--- src/rtl/sp_ram_param.sv ---
// Single-port byte-enabled RAM with registered read data and out-of-range error pulse.
// Define SP_RAM_CLEAR_EN to zero the whole array after every reset before accepting requests.
module sp_ram_param #(
    parameter int DATA_W = 8,
    parameter int ADDR_W = 5,
    parameter int DEPTH  = 32
) (
    input  logic              clk,
    input  logic              rst_n,
    input  logic              req,
    input  logic              we,
    input  logic [ADDR_W-1:0] addr,
    input  logic [DATA_W-1:0] wdata,
    input  logic [DATA_W/8-1:0] be,
    output logic              ready,
    output logic [DATA_W-1:0] rdata,
    output logic              rvalid,
    output logic              err
);
    localparam int NB = DATA_W / 8;
    localparam logic [ADDR_W:0] DEPTH_C = (ADDR_W+1)'(DEPTH);

    logic [DATA_W-1:0] mem_q [DEPTH];
    logic              accept;
    logic              in_range;
    logic              clear_we;
    logic [ADDR_W-1:0] clear_idx;

    // Extra MSB keeps the compare honest when DEPTH == 2**ADDR_W.
    assign in_range = {1'b0, addr} < DEPTH_C;
    assign accept   = req && ready;

`ifdef SP_RAM_CLEAR_EN
    localparam logic [ADDR_W:0] LAST_C = (ADDR_W+1)'(DEPTH - 1);

    typedef enum logic {
        CLEAR,
        IDLE
    } state_t;

    state_t            state_q, state_d;
    logic [ADDR_W:0]   cnt_q, cnt_d;

    always_ff @(posedge clk or negedge rst_n) begin
        if (!rst_n) begin
            state_q <= CLEAR;
            cnt_q   <= '0;
        end else begin
            state_q <= state_d;
            cnt_q   <= cnt_d;
        end
    end

    always_comb begin
        state_d = state_q;
        cnt_d   = cnt_q;
        if (state_q == CLEAR) begin
            cnt_d = cnt_q + 1'b1;
            if (cnt_q == LAST_C) begin
                state_d = IDLE;
            end
        end
    end

    assign ready     = (state_q == IDLE);
    assign clear_we  = (state_q == CLEAR);
    assign clear_idx = cnt_q[ADDR_W-1:0];
`else
    logic ready_q;

    always_ff @(posedge clk or negedge rst_n) begin
        if (!rst_n) begin
            ready_q <= 1'b0;
        end else begin
            ready_q <= 1'b1;
        end
    end

    assign ready     = ready_q;
    assign clear_we  = 1'b0;
    assign clear_idx = '0;
`endif

    // Array has no reset; contents survive rst_n unless the clear sweep runs.
    always_ff @(posedge clk) begin
        if (clear_we) begin
            mem_q[clear_idx] <= '0;
        end else if (accept && we && in_range) begin
            for (int b = 0; b < NB; b++) begin
                if (be[b]) begin
                    mem_q[addr][8*b +: 8] <= wdata[8*b +: 8];
                end
            end
        end
    end

    logic [DATA_W-1:0] rdata_q, rdata_d;
    logic              rvalid_q, rvalid_d;
    logic              err_q, err_d;

    always_comb begin
        rdata_d  = rdata_q;
        rvalid_d = 1'b0;
        err_d    = 1'b0;
        if (accept) begin
            err_d = !in_range;
            if (!we) begin
                rvalid_d = 1'b1;
                rdata_d  = in_range ? mem_q[addr] : '0;
            end
        end
    end

    always_ff @(posedge clk or negedge rst_n) begin
        if (!rst_n) begin
            rdata_q  <= '0;
            rvalid_q <= 1'b0;
            err_q    <= 1'b0;
        end else begin
            rdata_q  <= rdata_d;
            rvalid_q <= rvalid_d;
            err_q    <= err_d;
        end
    end

    assign rdata  = rdata_q;
    assign rvalid = rvalid_q;
    assign err    = err_q;
endmodule

--- config.mk ---
export PLATFORM = sky130hd
export DESIGN_NAME = sp_ram_param
export DESIGN_NICKNAME = d
export VERILOG_FILES = /design/src/rtl/sp_ram_param.sv
export SDC_FILE = /design/constraint.sdc
export NUM_CORES = 1
export LEC_CHECK = 0
export ABC_AREA = 1
export CAP_MARGIN = 5
export CORE_MARGIN = 2
export CORE_UTILIZATION = 39
export CTS_CLUSTER_DIAMETER = 100
export CTS_CLUSTER_SIZE = 10
export DETAILED_ROUTE_END_ITERATION = 7
export HOLD_SLACK_MARGIN = 0.1
export MAX_ROUTING_LAYER = met4
export SLEW_MARGIN = 20
export SYNTH_ARGS = -nofsm -noshare
export SYNTH_HDL_FRONTEND = slang
export SYNTH_SLANG_ARGS = --single-unit
--- constraint.sdc ---
create_clock -name clk -period 1.83 [get_ports clk]
set_input_delay 0.366 -clock clk [delete_from_list [all_inputs] [get_ports clk]]
set_output_delay 0.366 -clock clk [all_outputs]
set_load 0.03 [all_outputs]
==> flow_summary_export.csv, run 1 <==
group,metric,value,unit
status,outcome,"complete, no violations",
grt,grt_start_max_net_pins,54,
floorplan,row_count,62,
drt,antenna_left,0,
sta,share_of_the_clock_period_used_by_the_worst_path_after_layout,0.964,
critical_path,required,1460,ps
grt,via_count_of_the_first_global_routing_pass,7302,
logic_synthesis,ys_seq_area_frac,0.708,
sta,min_period,1760,ps
drt,wl_per_instance,17.2,µm
clock_tree,cts_sinks,266,
floorplan,starting_density,0.394,
cells_and_area,commonest_non_fill_non_tap_cell_in_the_layout,"sky130_fd_sc_hd__nand2_1",
logic_synthesis,mappedNetlistNets,1079,
critical_path,cp_cell_sequence,"dlygate4sd2_1",
pwr,pwr-share-seq,0.513,
drt,post-route-drc-count,0,
logic_synthesis,synth_area,11200,µm²
place,dp_hpwl,16900,µm
clock_tree,cts_inserted_buffers,30,
critical_path,setup.worst_path.start_class,"flop",
logic_synthesis,synthesis_stage_register_bit_count,266,
critical_path,critical_path.n_buffers_inverters,1,
cells_and_area,layout.area.seq,7940,µm²
grt,grt_pass1_wl,41800,µm
pwr,maximum_vdd_drop,0.647,mV
clock_tree,clkLatencyLatePin,550,ps
drt,drt_pre_antenna_iters,5,
floorplan,die_height,174,µm
cells_and_area,mostFrequentLayoutCells,"sky130_fd_sc_hd__nand2_1 (592), sky130_fd_sc_hd__edfxtp_1 (256), sky130_fd_sc_hd__buf_4 (78)",
critical_path,crit_type,"flop to output port",
cells_and_area,num_antenna_cells,0,
grt,antenna_found_initial,0,
cells_and_area,nNetsFinal,1174,
grt,grt_use_met3,0.0219,
critical_path,cp_max_fo,2,
grt,gr-max-usage-layer,"met2",
grt,global_route.usage.total,0.186,
critical_path,max_stage_delay,440,ps
sta,fmax,567,MHz
cells_and_area,fillerInstances,2673,
pwr,p_switching,2890,µW
sta,rsz0062_at_grt,"no",
grt,globalRouteOverflowTotal,0,
clock_tree,cts_hold_buffers,0,
clock_tree,clkSlewWorstSetupHoldPaths,50,ps
floorplan,die_width,174,µm
pwr,power.share.combinational,0.070,
pwr,power_switching_share,0.219,
floorplan,fp.coreArea,28500,µm²
logic_synthesis,synth_warnings,0,
pwr,clk_pwr_share,0.417,
drt,total_wire_length,26800,µm
sta,worst-slew-pin-transition,546,ps
drt,dr_total_vias,7445,
cells_and_area,layout-drive-gt1-share,0.115,
cells_and_area,syn2layout_area_growth,18.0,%
logic_synthesis,synth_cells,1061,
pwr,power_per_cell_area,996,nW/µm²
drt,first_iteration_detailed_routing_drc_count,559,
pwr,internal_power,10300,µW
place,place.port_buffers,27,
critical_path,worst-endpoint-arrival,1400,ps
worst_hold_path,timing.hold.worst.class,"input pin to async pin",
pwr,power.total,13200,µW
sta,setup-violations-final,0,
pwr,power.static_leakage,0.00541,µW
drt,avgViaCountPerCell,4.76,
sta,worst_setup_skew_after_layout,8.30,ps
clock_tree,cts_tree,"done",
floorplan,boundaryPins,29,
grt,grt_use_met2,0.302,
cells_and_area,multi_input_area,2860,µm²
logic_synthesis,syn_avg_cell_area,10.6,µm²
floorplan,floorplan.die_area,30100,µm²
sta,final_hold_viols,0,
sta,final-max-slew-violation-count,0,
sta,worst_hold_slack,180,ps
critical_path,setup.worst_path.end_class,"output port",
sta,max-slew-margin-rel,0.635,
grt,use_met1,0.252,
clock_tree,clockBufferDepth,3,
clock_tree,clk_root_buffer_cell,"sky130_fd_sc_hd__clkbuf_16",
critical_path,critical_path.top_delay_family,"buffers and inverters",
clock_tree,h_tree_levels,1,
run,max_cap_viol,0,
place,gp_congestion,0.863,
critical_path,critPathSlowestCell,"sky130_fd_sc_hd__dlygate4sd2_1",
logic_synthesis,post_synth_num_cell_types,21,
==> cells in the mapped netlist <==
master,number,area share
sky130_fd_sc_hd__nand2_1,592,0.20
sky130_fd_sc_hd__edfxtp_1,256,0.69
sky130_fd_sc_hd__nand3_1,51,0.023
sky130_fd_sc_hd__nor2_1,51,0.017
sky130_fd_sc_hd__buf_2,29,0.013
sky130_fd_sc_hd__inv_1,27,0.0090
sky130_fd_sc_hd__dfrtp_1,10,0.022
sky130_fd_sc_hd__buf_4,8,0.0054
sky130_fd_sc_hd__buf_6,8,0.0080
sky130_fd_sc_hd__nor3_2,7,0.0062
sky130_fd_sc_hd__or2_2,7,0.0039
sky130_fd_sc_hd__o21ai_0,3,0.0013
sky130_fd_sc_hd__conb_1,2,0.00067
sky130_fd_sc_hd__nand4_1,2,0.0011
sky130_fd_sc_hd__o21ai_1,2,0.00089
sky130_fd_sc_hd__a21oi_2,1,0.00078
sky130_fd_sc_hd__buf_1,1,0.00033
sky130_fd_sc_hd__clkbuf_1,1,0.00033
sky130_fd_sc_hd__inv_4,1,0.00056
sky130_fd_sc_hd__nor2_4,1,0.0010
sky130_fd_sc_hd__nor3_4,1,0.0015
==> state kept, by name (all words and copies together) (netlist names) <==
signal	cells
rdata	8
ready	1
mem_q	256
rvalid	1
==> what timing repair did <==
| item | 4_1_cts | 5_1_grt |
|---|---|---|
| setup buffers | 0 | 0 |
| gates resized for setup | 10 | 0 |
| setup endpoints to repair | 10 | 0 |
==> routing by layer <==
layer	routed length [µm]	part of all wire	up-vias
met4	419	0.016	0
met5	0	0	-
met1	12100	0.45	3579
met3	1230	0.046	28
met2	13100	0.49	182
li1	-	-	3656
==> final timing paths <==
kind                                from           to  slack, ps  depth (start not counted)
max in group asynchronous          rst_n     rdata[4]       1290                          1
worst min-delay path               rst_n       rvalid        180                          1
worst max register to register     ready  mem_q[5][7]        240                          7
worst max-delay path            rdata[4]     rdata[4]         70                          1
worst min register to register  rdata[2]     rdata[2]        560                          3
min in group clk                rdata[2]     rdata[2]        560                          3
==> stage by stage <==
stage	worst slack (ps)	util	setup TNS (ps)	instances	cell area, µm²
6_report	66.7	0.465	0	1564	13200
3_5_place_dp	-268	0.434	-53750	1508	12400
3_3_place_gp	-270	0.434	-55000	1508	12400
2_1_floorplan	-52.7	-	-5080	1061	11200
4_1_cts	52.3	0.465	0	1564	13200
5_1_grt	31.7	0.465	0	1564	13200
==> cells by family (layout without fill, tap and decap cells) <==
kind of cell,after synthesis,after routing,synth area share
AO/OA/AOI/OAI,6,6,0.00301
flip-flops,266,266,0.708
AND/OR/NAND/NOR,712,712,0.252
buffers and inverters,75,194,0.0366
other,2,2,0.000670
==> cell type report <==
class	count	area share
clock buffer	55	0.0654
clock inverter	1	0.00227
inverter	28	0.00813
multi-input combinational	720	0.216
sequential	266	0.600
tap	384	0.0363
timing repair buffer	110	0.0717
==> power by group through the flow <==
stage          combinational (µW)  clock [µW]  sequential, µW
2_1_floorplan                 452           0            6940
3_3_place_gp                  956           0            6880
3_5_place_dp                  956           0            6880
4_1_cts                       933        5600            6760
5_1_grt                      1020        5870            6760
6_report                      922        5500            6760
Power figures use the tool's default switching activity.
==> inputs of run 2 (changes only) <==
--- a/config.mk
+++ b/config.mk
@@ -8,12 +8,13 @@
 export ABC_AREA = 1
 export CAP_MARGIN = 5
 export CORE_MARGIN = 2
-export CORE_UTILIZATION = 39
+export CORE_UTILIZATION = 60
 export CTS_CLUSTER_DIAMETER = 100
 export CTS_CLUSTER_SIZE = 10
 export DETAILED_ROUTE_END_ITERATION = 7
 export HOLD_SLACK_MARGIN = 0.1
 export MAX_ROUTING_LAYER = met4
+export PLACE_DENSITY = 0.78
 export SLEW_MARGIN = 20
 export SYNTH_ARGS = -nofsm -noshare
 export SYNTH_HDL_FRONTEND = slang
==> constraint.sdc (replaced) <==
create_clock -name clk -period 1.83 [get_ports clk]
set_input_delay 0.366 -clock clk [delete_from_list [all_inputs] [get_ports clk]]
set_output_delay 0.366 -clock clk [all_outputs]
set_load 0.01 [all_outputs]
==> flow_summary_export.csv, run 2 (synthesis results as in run 1) <==
group,metric,value,unit
status,outcome,"complete, no violations",
drt,total_wire_length,25800,µm
grt,grt_start_max_net_pins,52,
cells_and_area,nNetsFinal,1179,
critical_path,cp_cell_sequence,"clkdlybuf4s50_1",
drt,wl_per_instance,18.4,µm
grt,grt_pass1_wl,40500,µm
clock_tree,clockBufferDepth,3,
drt,maxUsedRoutingLayer,"met4",
clock_tree,cts_hold_buffers,0,
run,max_cap_viol,0,
critical_path,setup.worst_path.start_class,"flop",
pwr,power.total,13000,µW
floorplan,fp.coreArea,18100,µm²
clock_tree,cts.repair_timing.setup_buffer_count,0,
sta,final-max-slew-violation-count,0,
critical_path,setup.worst_path.end_class,"output port",
critical_path,r2r_startpoint,"ready",
critical_path,worst_r2r_endpoint,"mem_q[17][0]",
drt,routed-wl-met3,1970,µm
place,gp_congestion,0.924,
cells_and_area,layout-drive-gt1-share,0.120,
floorplan,row_count,49,
floorplan,die_height,141,µm
drt,dr_total_vias,7714,
drt,met2_wirelength,12500,µm
critical_path,worst-endpoint-arrival,1420,ps
pwr,power.static_leakage,0.00546,µW
critical_path,critPathSlowestCell,"sky130_fd_sc_hd__clkdlybuf4s50_1",
drt,met1Wirelength,10500,µm
sta,final.setup.tns,0,ps
cells_and_area,num_antenna_cells,0,
floorplan,die_width,141,µm
clock_tree,h_tree_levels,1,
clock_tree,clkSlewWorstSetupHoldPaths,60,ps
pwr,power_per_cell_area,991,nW/µm²
floorplan,boundaryPins,29,
critical_path,crit_type,"flop to output port",
clock_tree,clk_root_buffer_cell,"sky130_fd_sc_hd__clkbuf_16",
clock_tree,cts_tree,"done",
sta,final_hold_viols,0,
sta,min_period,1790,ps
sta,rsz0062_at_grt,"no",
critical_path,r2r_slack,230,ps
drt,first_iteration_detailed_routing_drc_count,845,
critical_path,max_stage_delay,550,ps
clock_tree,cts_sinks,266,
clock_tree,clkLatencyLatePin,540,ps
critical_path,required,1460,ps
cells_and_area,syn2layout_area_growth,16.6,%
grt,via_count_of_the_first_global_routing_pass,7630,
sta,setup-violations-final,0,
grt,globalRouteOverflowTotal,0,
critical_path,cp_max_fo,2,
drt,antenna_left,0,
cells_and_area,mostFrequentLayoutCells,"sky130_fd_sc_hd__nand2_1 (592), sky130_fd_sc_hd__edfxtp_1 (256), sky130_fd_sc_hd__buf_4 (82)",
grt,antenna_found_initial,0,
floorplan,starting_density,0.618,
sta,worst-slew-pin-transition,559,ps
pwr,maximum_vdd_drop,0.782,mV
worst_hold_path,timing.hold.worst.class,"input pin to async pin",
critical_path,critical_path.n_buffers_inverters,1,
cells_and_area,commonest_non_fill_non_tap_cell_in_the_layout,"sky130_fd_sc_hd__nand2_1",
place,place.port_buffers,27,
critical_path,ff2ff_path_depth,7,
floorplan,floorplan.die_area,19800,µm²
drt,drt_pre_antenna_iters,5,
cells_and_area,largest_register_ff_count,256,
sta,fmax,559,MHz
drt,post-route-drc-count,0,
sta,share_of_the_clock_period_used_by_the_worst_path_after_layout,0.978,
grt,global_route.usage.total,0.277,
clock_tree,cts_inserted_buffers,30,
place,dp_hpwl,15800,µm
sta,worst_setup_skew_after_layout,16.4,ps
cells_and_area,top_register,"mem_q",
sta,max-slew-margin-rel,0.626,
critical_path,critical_path.top_delay_family,"buffers and inverters",
drt,avgViaCountPerCell,5.50,
sta,worst_hold_slack,187,ps
run 2: cell count changes in the layout (fill, tap and decap cells not counted):
cell / before / now
sky130_fd_sc_hd__buf_4: 78 / 82
sky130_fd_sc_hd__buf_12: 6 / 7
sky130_fd_sc_hd__clkdlybuf4s50_1: 15 / 18
sky130_fd_sc_hd__dlygate4sd2_1: 10 / 1
sky130_fd_sc_hd__clkbuf_1: 24 / 13
sky130_fd_sc_hd__dlymetal6s2s_1: 0 / 6
run 2: report_power, final:
group	switching (µW)	internal (µW)	leakage, µW
Sequential	19.8	6720	0.00242
Combinational	576	314	0.00263
Clock	2140	3190	0.000412
run 2: worst max-delay path by stage:
stage	from	to	slack (ps)	depth (start not counted)
2_1_floorplan	addr[3]	mem_q[24][0]	-50	5
3_3_place_gp	addr[2]	mem_q[4][0]	-320	7
3_5_place_dp	addr[2]	mem_q[4][4]	-370	7
4_1_cts	rdata[4]	rdata[4]	9	1
5_1_grt	rdata[6]	rdata[6]	0.4	1
6_report	rdata[6]	rdata[6]	40	1
run 2: layout make-up:
type | count | area, µm²
multi-input combinational | 720 | 2860
sequential | 266 | 7940
clock buffer | 44 | 825
fill | 1262 | 5070
clock inverter | 1 | 30.0
timing repair buffer | 115 | 1020
tap | 229 | 287
inverter | 28 | 108
run 2: routing by layer:
metal  global-route usage  vias up
met5                    -        -
met4               0.0911        0
met3               0.0343       67
met2                0.444      331
met1                0.376     3652
li1                     -     3664
run 2: stage by stage:
| stage | setup slack, ps | instance area (µm²) | util | cells |
|---|---|---|---|---|
| after floorplan | -52.7 | 11200 | - | 1061 |
| after global placement | -325 | 12200 | 0.673 | 1358 |
| after detailed placement | -372 | 12200 | 0.673 | 1358 |
| after CTS | 9.40 | 13100 | 0.720 | 1403 |
| after global routing | 0.365 | 13100 | 0.720 | 1403 |
| final | 39.7 | 13100 | 0.720 | 1403 |
run 2: timing repair:
item                                    in CTS  in global routing
pin swaps                                    0                  0
gates resized for setup                      1                  6
endpoints found under the setup margin       1                  6
hold endpoints to repair                     0                  0
==> inputs of run 3 (changes only) <==
--- a/config.mk
+++ b/config.mk
@@ -6,7 +6,7 @@
 export NUM_CORES = 1
 export LEC_CHECK = 0
 export ABC_AREA = 1
-export CAP_MARGIN = 5
+export CAP_MARGIN = 20
 export CORE_MARGIN = 2
 export CORE_UTILIZATION = 60
 export CTS_CLUSTER_DIAMETER = 100
==> results of run 3 <==
The final DEF is identical to that of run 2; final timing and power are the same.
